$ cat src/rtl/mfe_led7seg_74hc595_receiver.sv
// -----------------------------------------------------------------------------
// mfe_led7seg_74hc595_receiver
//
// Receive end of the 74HC595 serial LED display interface. The transmitter
// drives three wires (sclk, rclk, dio) that are asynchronous to clk_i. Each wire
// is brought into the clk_i domain through a SYNC_STAGES-deep flop chain.
// Rising edges are then detected on the synchronised signals.
//
// Every sclk rising edge shifts one dio bit into a shift register, MSB of the
// word first, and counts it. An rclk rising edge latches the assembled word.
// The word is published on a valid/ready port only if exactly DAT_WIDTH bits
// were shifted since the previous latch. Any other count produces a one-cycle
// len_err pulse and the word is dropped.
//
// The block serves as an on-FPGA display sniffer/emulator and as the checker
// for the 595 display controller in loopback benches.
//
// Parameters:
//   DIG_NUM      number of digit-select bits (upper field of the word)
//   SEG_NUM      number of segment bits (lower field of the word)
//   SYNC_STAGES  synchroniser depth on sclk/rclk/dio, legal range 2..4
//   DAT_WIDTH    (local) DIG_NUM + SEG_NUM
//
// Ports:
//   clk_i      system clock, the only clock
//   rst_ni     asynchronous active-low reset
//   sclk_i     serial shift clock from the transmitter (async to clk_i)
//   rclk_i     storage/latch clock from the transmitter (async to clk_i)
//   dio_i      serial data, MSB first
//   dat_o      received word: digits in the upper DIG_NUM bits,
//              segments in the lower SEG_NUM bits
//   vld_o      dat_o valid
//   rdy_i      downstream accept
//   len_err_o  one-cycle pulse: latch seen with a bit count other than DAT_WIDTH
//   ovf_o      one-cycle pulse: pending word overwritten before acceptance
//   seg_map_o  (optional) rebuilt multiplexed display image, SEG_NUM bits
//              per digit slot
//
// Optional feature macro: MFE_LED7SEG_RX_DIGIT_MAP_EN
//   When defined, this adds seg_map_o. On every accepted word, each set digit
//   bit i copies the segment field into slot i. When undefined, the port and
//   its registers are absent.
// -----------------------------------------------------------------------------
module mfe_led7seg_74hc595_receiver #(
  parameter int DIG_NUM     = 8,
  parameter int SEG_NUM     = 8,
  parameter int SYNC_STAGES = 2,
  localparam int DAT_WIDTH  = DIG_NUM + SEG_NUM
) (
  input  logic                 clk_i,
  input  logic                 rst_ni,
  input  logic                 sclk_i,
  input  logic                 rclk_i,
  input  logic                 dio_i,
  output logic [DAT_WIDTH-1:0] dat_o,
  output logic                 vld_o,
  input  logic                 rdy_i,
  output logic                 len_err_o,
  output logic                 ovf_o
`ifdef MFE_LED7SEG_RX_DIGIT_MAP_EN
  ,
  output logic [DIG_NUM*SEG_NUM-1:0] seg_map_o
`endif
);

  // The counter must be able to hold DAT_WIDTH+1. That value marks an
  // over-long frame, so a saturated count can never match DAT_WIDTH.
  localparam int CNT_W = $clog2(DAT_WIDTH + 2);
  localparam logic [CNT_W-1:0] CNT_FULL = CNT_W'(DAT_WIDTH);
  localparam logic [CNT_W-1:0] CNT_SAT  = CNT_W'(DAT_WIDTH + 1);

  // ---------------------------------------------------------------------------
  // Synchronisers and edge detection
  // ---------------------------------------------------------------------------
  logic [SYNC_STAGES-1:0] sclkSync_q, sclkSync_d;
  logic [SYNC_STAGES-1:0] rclkSync_q, rclkSync_d;
  logic [SYNC_STAGES-1:0] dioSync_q,  dioSync_d;

  // History flops hold the previous value of the last synchroniser stage.
  logic sclkHist_q, sclkHist_d;
  logic rclkHist_q, rclkHist_d;

  // The edge pulses are registered so that the shift/latch logic works from a
  // flop rather than from a compare on the synchroniser output. dioDly_q
  // delays the data by the same single stage. It therefore holds the dio
  // value seen in the same cycle that the synchronised sclk was first high.
  logic sclkRise_q, sclkRise_d;
  logic rclkRise_q, rclkRise_d;
  logic dioDly_q,   dioDly_d;

  always_comb begin
    sclkSync_d = {sclkSync_q[SYNC_STAGES-2:0], sclk_i};
    rclkSync_d = {rclkSync_q[SYNC_STAGES-2:0], rclk_i};
    dioSync_d  = {dioSync_q[SYNC_STAGES-2:0],  dio_i};
    sclkHist_d = sclkSync_q[SYNC_STAGES-1];
    rclkHist_d = rclkSync_q[SYNC_STAGES-1];
    sclkRise_d = sclkSync_q[SYNC_STAGES-1] & ~sclkHist_q;
    rclkRise_d = rclkSync_q[SYNC_STAGES-1] & ~rclkHist_q;
    dioDly_d   = dioSync_q[SYNC_STAGES-1];
  end

  always_ff @(posedge clk_i or negedge rst_ni) begin
    if (!rst_ni) begin
      sclkSync_q <= '0;
      rclkSync_q <= '0;
      dioSync_q  <= '0;
      sclkHist_q <= 1'b0;
      rclkHist_q <= 1'b0;
      sclkRise_q <= 1'b0;
      rclkRise_q <= 1'b0;
      dioDly_q   <= 1'b0;
    end else begin
      sclkSync_q <= sclkSync_d;
      rclkSync_q <= rclkSync_d;
      dioSync_q  <= dioSync_d;
      sclkHist_q <= sclkHist_d;
      rclkHist_q <= rclkHist_d;
      sclkRise_q <= sclkRise_d;
      rclkRise_q <= rclkRise_d;
      dioDly_q   <= dioDly_d;
    end
  end

  // ---------------------------------------------------------------------------
  // Shift register and bit counter
  // ---------------------------------------------------------------------------
  logic [DAT_WIDTH-1:0] shreg_q, shreg_d;
  logic [CNT_W-1:0]     cnt_q,   cnt_d;

  // The shift register is not cleared on a latch. Only the counter restarts.
  // When sclk and rclk rise together, the latch sees the pre-shift count.
  // The freshly shifted bit is then the first bit of the next frame, so the
  // counter restarts at 1.
  always_comb begin
    shreg_d = shreg_q;
    cnt_d   = cnt_q;
    if (sclkRise_q) begin
      shreg_d = {shreg_q[DAT_WIDTH-2:0], dioDly_q};
    end
    if (rclkRise_q) begin
      cnt_d = sclkRise_q ? CNT_W'(1) : '0;
    end else if (sclkRise_q && (cnt_q != CNT_SAT)) begin
      cnt_d = cnt_q + CNT_W'(1);
    end
  end

  always_ff @(posedge clk_i or negedge rst_ni) begin
    if (!rst_ni) begin
      shreg_q <= '0;
      cnt_q   <= '0;
    end else begin
      shreg_q <= shreg_d;
      cnt_q   <= cnt_d;
    end
  end

  // ---------------------------------------------------------------------------
  // Latch, handshake and error pulses
  // ---------------------------------------------------------------------------
  logic [DAT_WIDTH-1:0] dat_q, dat_d;
  logic                 vld_q, vld_d;
  logic                 lenErr_q, lenErr_d;
  logic                 ovf_q, ovf_d;
  logic                 goodLatch;
  logic                 accept;

  assign goodLatch = rclkRise_q && (cnt_q == CNT_FULL);
  assign accept    = vld_q & rdy_i;

  // A good latch always wins over an accept in the same cycle. The new word is
  // presented with vld held high. An overwrite is flagged only if the pending
  // word was not being taken in that same cycle.
  always_comb begin
    dat_d    = dat_q;
    vld_d    = vld_q;
    lenErr_d = rclkRise_q && (cnt_q != CNT_FULL);
    ovf_d    = 1'b0;
    if (goodLatch) begin
      dat_d = shreg_q;
      vld_d = 1'b1;
      ovf_d = vld_q & ~rdy_i;
    end else if (accept) begin
      vld_d = 1'b0;
    end
  end

  always_ff @(posedge clk_i or negedge rst_ni) begin
    if (!rst_ni) begin
      dat_q    <= '0;
      vld_q    <= 1'b0;
      lenErr_q <= 1'b0;
      ovf_q    <= 1'b0;
    end else begin
      dat_q    <= dat_d;
      vld_q    <= vld_d;
      lenErr_q <= lenErr_d;
      ovf_q    <= ovf_d;
    end
  end

  assign dat_o     = dat_q;
  assign vld_o     = vld_q;
  assign len_err_o = lenErr_q;
  assign ovf_o     = ovf_q;

`ifdef MFE_LED7SEG_RX_DIGIT_MAP_EN
  // ---------------------------------------------------------------------------
  // Display image rebuild
  // ---------------------------------------------------------------------------
  logic [DIG_NUM*SEG_NUM-1:0] segMap_q, segMap_d;

  // Each accepted word updates every slot whose digit-select bit is set.
  // Several digits may share one segment pattern. A word with no digit bits
  // set leaves the image untouched.
  always_comb begin
    segMap_d = segMap_q;
    if (accept) begin
      for (int i = 0; i < DIG_NUM; i++) begin
        if (dat_q[SEG_NUM + i]) begin
          segMap_d[i*SEG_NUM +: SEG_NUM] = dat_q[SEG_NUM-1:0];
        end
      end
    end
  end

  always_ff @(posedge clk_i or negedge rst_ni) begin
    if (!rst_ni) begin
      segMap_q <= '0;
    end else begin
      segMap_q <= segMap_d;
    end
  end

  assign seg_map_o = segMap_q;
`endif

endmodule
$ cat config.mk
export PLATFORM = sky130hd
export DESIGN_NAME = mfe_led7seg_74hc595_receiver
export DESIGN_NICKNAME = d
export VERILOG_FILES = /design/src/rtl/mfe_led7seg_74hc595_receiver.sv
export SDC_FILE = /design/constraint.sdc
export NUM_CORES = 1
export LEC_CHECK = 0
export CORE_MARGIN = 2
export CORE_UTILIZATION = 33
export CTS_BUF_LIST = sky130_fd_sc_hd__clkbuf_16
export DETAILED_ROUTE_END_ITERATION = 10
export PLACE_DENSITY = 0.52
export SLEW_MARGIN = 10
export SYNTH_ARGS = -nofsm -noshare
export SYNTH_HDL_FRONTEND = slang
export SYNTH_SLANG_ARGS = --single-unit
$ cat constraint.sdc
create_clock -name clk_i -period 1.94 [get_ports clk_i]
set_clock_uncertainty 0.05 [all_clocks]
set_input_delay 0.388 -clock clk_i [delete_from_list [all_inputs] [get_ports clk_i]]
set_output_delay 0.388 -clock clk_i [all_outputs]
set_load 0.005 [all_outputs]
==> flow_metrics.env, run 1 <==
export IMPL_wl_per_cell_um=12.9
export IMPL_ir_worst_vdd_mv=0.388
export IMPL_grt_pass1_wl_um=5060
export IMPL_grt_max_degree=52
export IMPL_gp_congestion=0.772
export IMPL_die_w_um=80.1
export IMPL_crit_arrival_ns=1.82
export IMPL_synth_flop_cell="dfrtp_1"
export IMPL_hold_viol_final=0
export IMPL_dr_total_vias=1008
export IMPL_cp_required_ns=2.05
export IMPL_cts_root_buf="clkbuf_16"
export IMPL_fin_worst_hold_slack_ns=0.0300
export IMPL_fin_nets=157
export IMPL_placed_area_um2=2240
export IMPL_synth_edf_count=0
export IMPL_cts_resized=0
export IMPL_yosys_top_cells_count="51 x dfrtp_1, 16 x mux2_2, 8 x mux2_1, 8 x mux2_4, 4 x nand2_1"
export IMPL_antenna_found_initial=0
export IMPL_synthArstFlopShare_pct=100
export IMPL_core_rowCount=27
export IMPL_crit_fanout=18
export IMPL_cpPeakStageDelay_ns=0.41
export IMPL_setup_viol=0
export IMPL_ys_seq_area_share_pct=66.8
export IMPL_dr_wl_met2_um=1350
export IMPL_yosys_cell_types_count=26
export IMPL_met3_length_um=132
export IMPL_fmax_mhz=584
export IMPL_start_util_pct=34.5
export IMPL_period_share_pct=88.2
export IMPL_crit_family="simple AND/OR/NAND/NOR gates"
export IMPL_syn_to_final_growth_pct=24.6
export IMPL_drv_slew=0
export IMPL_drv_cap=0
export IMPL_synth_nets=128
export IMPL_cts_tree="built"
export IMPL_fin_setup_tns_ns=0
export IMPL_routed_wl_um=2860
export IMPL_p_per_area_nw_per_um2=993
export IMPL_yosysTopAreaCell="dfrtp_1"
export IMPL_dr_pass1_iters=4
export IMPL_drc_errors=0
export IMPL_die_y_um=80.1
export IMPL_die_area_um2=6410
export IMPL_crit_path_start_kind="register"
export IMPL_finish_utilization_pct=43.0
export IMPL_syn_cell_area_um2=1910
export IMPL_cp_end_kind="register"
export IMPL_num_antenna_cells=0
export IMPL_drive_gt1_share_pct=23.5
export IMPL_fin_crit_ns=1.71
export IMPL_layoutNonFillerInstCount=221
export IMPL_hpwl_um=1810
export IMPL_cts_hold_buffers=0
export IMPL_slowest_stage="dfrtp_1"
export IMPL_cts_clk_slew_worst_paths_ns=0.06
export IMPL_power_leakage_nw=1.13
export IMPL_htreeDepth=2
export IMPL_highest_layer="met4"
export IMPL_yosys_top_cells_area="dfrtp_1 67%, mux2_2 9.4%, mux2_4 6.3%"
export IMPL_worst_slew_pin_slew_ns=0.345
export IMPL_drt_iter0_drc=96
export IMPL_yosysMostFrequentCell="dfrtp_1"
export IMPL_design_area_um2=2380
export IMPL_synth_top_area_share_pct=66.8
export IMPL_ys_ff_latch=51
export IMPL_path_cells="inv_1, ha_1, and4bb_1, nand2_4, mux2_1"
export IMPL_grt_total_usage_pct=10.3
export IMPL_numPortBuffers=24
export IMPL_coreArea_um2=5540
export IMPL_syn_area_per_cell_um2=16.1
export IMPL_cts_sink_count=51
export IMPL_wl_met1_um=1340
export IMPL_status="complete, no violations"
export IMPL_hold_path_class="primary input to async pin"
export IMPL_globalRouteOverflowTotal=0
export IMPL_dp_cells=213
export IMPL_grt_pass1_vias=1047
export IMPL_cts_buffers=5
export IMPL_yosysWarningCount=0
export IMPL_clk_latency_ns=0.28
export IMPL_path_class="register to register"
export IMPL_clockBufferDepth=2
export IMPL_num_io_pins=25
export IMPL_post_cts_buffers=0
export IMPL_vias_per_cell=4.56
export IMPL_rsz0062_at_grt="no"
export IMPL_fillers=525
export IMPL_slew_headroom_pct=77.0
export IMPL_ant_nets=0
export IMPL_syn_inst=119
export IMPL_cp_num_buf_inv=1
## sequential cells by signal, indices dropped and copies added, names as in the netlist
signal,cells
dat_o,16
shreg_q,16
cnt_q,5
dioSync_q,2
rclkSync_q,2
sclkSync_q,2
dioDly_q,1
len_err_o,1
ovf_o,1
rclkHist_q,1
rclkRise_q,1
sclkHist_q,1
sclkRise_q,1
vld_o,1
## kinds of logic (layout without fill, tap and decap cells)
family | Yosys count | after routing | share of synthesized area [%]
DFF | 51 | 51 | 66.8
muxes | 32 | 32 | 20.4
and+or+nand+nor | 17 | 17 | 5.43
AOI/OAI and AO/OA | 7 | 7 | 2.55
buffers and inverters | 7 | 37 | 1.90
adders and majority gates | 3 | 3 | 1.96
xor gates and xnor gates | 2 | 2 | 0.917
## worst paths after layout
check,from,end,slack [ns],cells past startpoint
setup / recovery,cnt_q[0],dat_o[2],0.23,5
min in group clk_i,rclkSync_q[0],rclkSync_q[1],0.30,0
hold / removal,rst_ni,ovf_o,0.03,2
max in group asynchronous,rst_ni,shreg_q[7],1.57,2
setup reg to reg,cnt_q[0],dat_o[2],0.23,5
hold reg to reg,rclkSync_q[0],rclkSync_q[1],0.30,0
## report_power, final
part / switching, W / internal, W
logic: 0.0000760 / 0.000139
registers: 0.000105 / 0.00122
clock network: 0.000354 / 0.000471
## per-layer routing
| layer | global-route usage [%] | vias up |
|---|---|---|
| met2 | 15.3 | 18 |
| met4 | 3.90 | 0 |
| li1 | - | 470 |
| met3 | 3.48 | 5 |
| met5 | 0 | - |
| met1 | 13.9 | 515 |
## through the flow
| step | power, W | setup slack, ns |
|---|---|---|
| after floorplan | 0.00147 | 0.339 |
| after global placement | 0.00155 | 0.296 |
| after detailed placement | 0.00157 | 0.230 |
| after CTS | 0.00241 | 0.220 |
| after global routing | 0.00251 | 0.141 |
| final | 0.00236 | 0.228 |
## cell type report
| type | instances | area [µm²] | share of cell area [%] |
|---|---|---|---|
| clock inverter | 3 | 16.3 | 0.683 |
| inverter | 3 | 11.3 | 0.473 |
| tap | 72 | 90.1 | 3.79 |
| multi-input combinational | 61 | 598 | 25.1 |
| timing repair buffer | 26 | 263 | 11.0 |
| sequential | 51 | 1280 | 53.6 |
| clock buffer | 5 | 125 | 5.26 |
## cell usage in the layout, fill, tap and decap left out, types with 2 or more instances in the layout
cell              n
a21oi_1           2
clkbuf_16         5
mux2_1            8
mux2_4            8
nand2_1           4
ha_1              3
dfrtp_1          51
mux2_2           16
inv_1             4
nand4_1           2
nor2b_1           3
clkdlybuf4s50_1  23
nor2_1            3
(Power assumes the default switching activity.)
==> run 2, diff against run 1 <==
--- a/config.mk
+++ b/config.mk
@@ -5,7 +5,6 @@
 export SDC_FILE = /design/constraint.sdc
 export NUM_CORES = 1
 export LEC_CHECK = 0
-export CORE_MARGIN = 2
 export CORE_UTILIZATION = 33
 export CTS_BUF_LIST = sky130_fd_sc_hd__clkbuf_16
 export DETAILED_ROUTE_END_ITERATION = 10
==> run 2 against run 1 <==
Net effect: cell count is the same; flip-flop and latch count stayed put; non-clock buffer count did not move; design area grew 1.1%; worst hold slack better by 0.12 ns; critical endpoint is now dat_o[1]; largest cell class unchanged.
==> flow_metrics.env, run 2 (synthesized netlist as in run 1, its figures left out) <==
export IMPL_hold_viol_final=0
export IMPL_final_common_cell="dfrtp_1"
export IMPL_layout_common_cells="51 x dfrtp_1, 23 x clkdlybuf4s50_1, 16 x mux2_2"
export IMPL_clockBufferDepth=2
export IMPL_drive_gt1_share_pct=24.2
export IMPL_globalRouteOverflowTotal=0
export IMPL_comb_power_share_pct=8.4
export IMPL_p_int_w=0.00197
export IMPL_hpwl_um=1850
export IMPL_crit_arrival_ns=1.83
export IMPL_ant_nets=0
export IMPL_pwr_share_clk_pct=38.8
export IMPL_post_cts_buffers=0
export IMPL_hold_path_class="primary input to async pin"
export IMPL_wl_per_cell_um=12.8
export IMPL_clk_latency_ns=0.28
export IMPL_p_per_area_nw_per_um2=1050
export IMPL_rrSetupSlack_ns=0.23
export IMPL_grt_pass1_vias=1015
export IMPL_dp_cells=213
export IMPL_path_class="register to register"
export IMPL_switching_share_pct=21.8
export IMPL_antenna_found_initial=0
export IMPL_grt_total_usage_pct=10.8
export IMPL_num_antenna_cells=0
export IMPL_vias_per_cell=4.57
export IMPL_drc_errors=0
export IMPL_fmax_mhz=584
export IMPL_grt_pass1_wl_um=4830
export IMPL_syn_to_final_growth_pct=25.9
export IMPL_coreArea_um2=5540
export IMPL_drv_slew=0
export IMPL_htreeDepth=2
export IMPL_gp_congestion=0.760
export IMPL_drv_cap=0
export IMPL_seqPwrFrac_pct=52.8
export IMPL_period_share_pct=88.3
export IMPL_grt_max_degree=52
export IMPL_fillers=512
export IMPL_rsz0062_at_grt="no"
export IMPL_routed_wl_um=2830
export IMPL_crit_fanout=18
export IMPL_dr_pass1_iters=4
export IMPL_p_sw_w=0.000550
export IMPL_cts_tree="built"
export IMPL_fin_crit_ns=1.71
export IMPL_status="complete, no violations"
export IMPL_cts_hold_buffers=0
export IMPL_cts_root_buf="clkbuf_16"
export IMPL_numPortBuffers=24
export IMPL_die_w_um=78.1
export IMPL_cts_clk_slew_worst_paths_ns=0.06
export IMPL_die_area_um2=6100
export IMPL_worst_slew_pin_slew_ns=0.619
export IMPL_die_y_um=78.1
export IMPL_crit_path_start_kind="register"
export IMPL_dr_total_vias=1010
export IMPL_start_util_pct=34.5
export IMPL_multi_input_area_um2=598
export IMPL_cts_resized=0
export IMPL_cts_sink_count=51
export IMPL_fin_nets=157
export IMPL_cts_buffers=5
export IMPL_ir_worst_vdd_mv=0.577
export IMPL_layoutNonFillerInstCount=221
export IMPL_cp_end_kind="register"
export IMPL_setup_viol=0
export IMPL_finish_utilization_pct=43.4
export IMPL_drt_iter0_drc=33
export IMPL_fin_setup_tns_ns=0
export IMPL_cp_required_ns=2.06
export IMPL_seq_area_um2=1280
export IMPL_core_rowCount=27
export IMPL_num_io_pins=25
export IMPL_slew_headroom_pct=58.7
export IMPL_power_leakage_nw=1.14
## run 2: cell types whose count changed in the layout (fill, tap and decap cells not counted)
cell	delta
inv_1	-1
inv_6	+1
clkinv_4	-1
bufinv_16	+1
## run 2: through the flow
step	cell area [µm²]	power (W)	hold WS [ns]	setup WS, ns
2_1_floorplan	1910	0.00147	0.0424	0.339
4_1_cts	2410	0.00256	0.177	0.216
5_1_grt	2410	0.00265	0.212	0.114
3_5_place_dp	2240	0.00157	0.285	0.231
3_3_place_gp	2240	0.00155	0.282	0.295
6_report	2410	0.00252	0.150	0.227
## run 2: cell type report
class,count,area share (%)
Clock buffer,5,5.20
Clock inverter,3,1.77
Inverter,3,0.468
Multi-Input combinational cell,61,24.9
Sequential cell,51,53.0
Tap cell,72,3.74
Timing Repair Buffer,26,10.9
## run 2: path summary, 6_finish.rpt
check	from	endpoint	depth (start not counted)
max in group asynchronous	rst_ni	sclkRise_q	2
hold / removal	rst_ni	ovf_o	2
min in group clk_i	sclkSync_q[0]	sclkSync_q[1]	0
setup reg to reg	cnt_q[0]	dat_o[1]	5
setup / recovery	cnt_q[0]	dat_o[1]	5
hold reg to reg	sclkSync_q[0]	sclkSync_q[1]	0
## run 2: worst max-delay path: stages (launching register included)
cell,delay [ns]
dfrtp_1,0.42
inv_1,0.09
ha_1,0.20
and4bb_1,0.22
nand2_4,0.26
mux2_1,0.36
## run 2: power groups by stage
stage                     Sequential (W)  Clock, W  Combinational (W)
after floorplan                  0.00131         0           0.000166
after detailed placement         0.00135         0           0.000216
after global routing             0.00135   0.00106           0.000237
final                            0.00133  0.000976           0.000211
after global placement           0.00135         0           0.000207
after CTS                        0.00133   0.00101           0.000217
## run 2: routing by layer
layer  global-route usage [%]  wire length, µm  part of all wire (%)  vias to the layer above
li1                         -                -                     -                      467
met1                     13.2             1340                    47                      520
met2                     16.2             1320                    47                       18
met5                        0                0                     0                        -
met4                     6.67               65                   2.3                        0
met3                     3.84              105                   3.7                        5
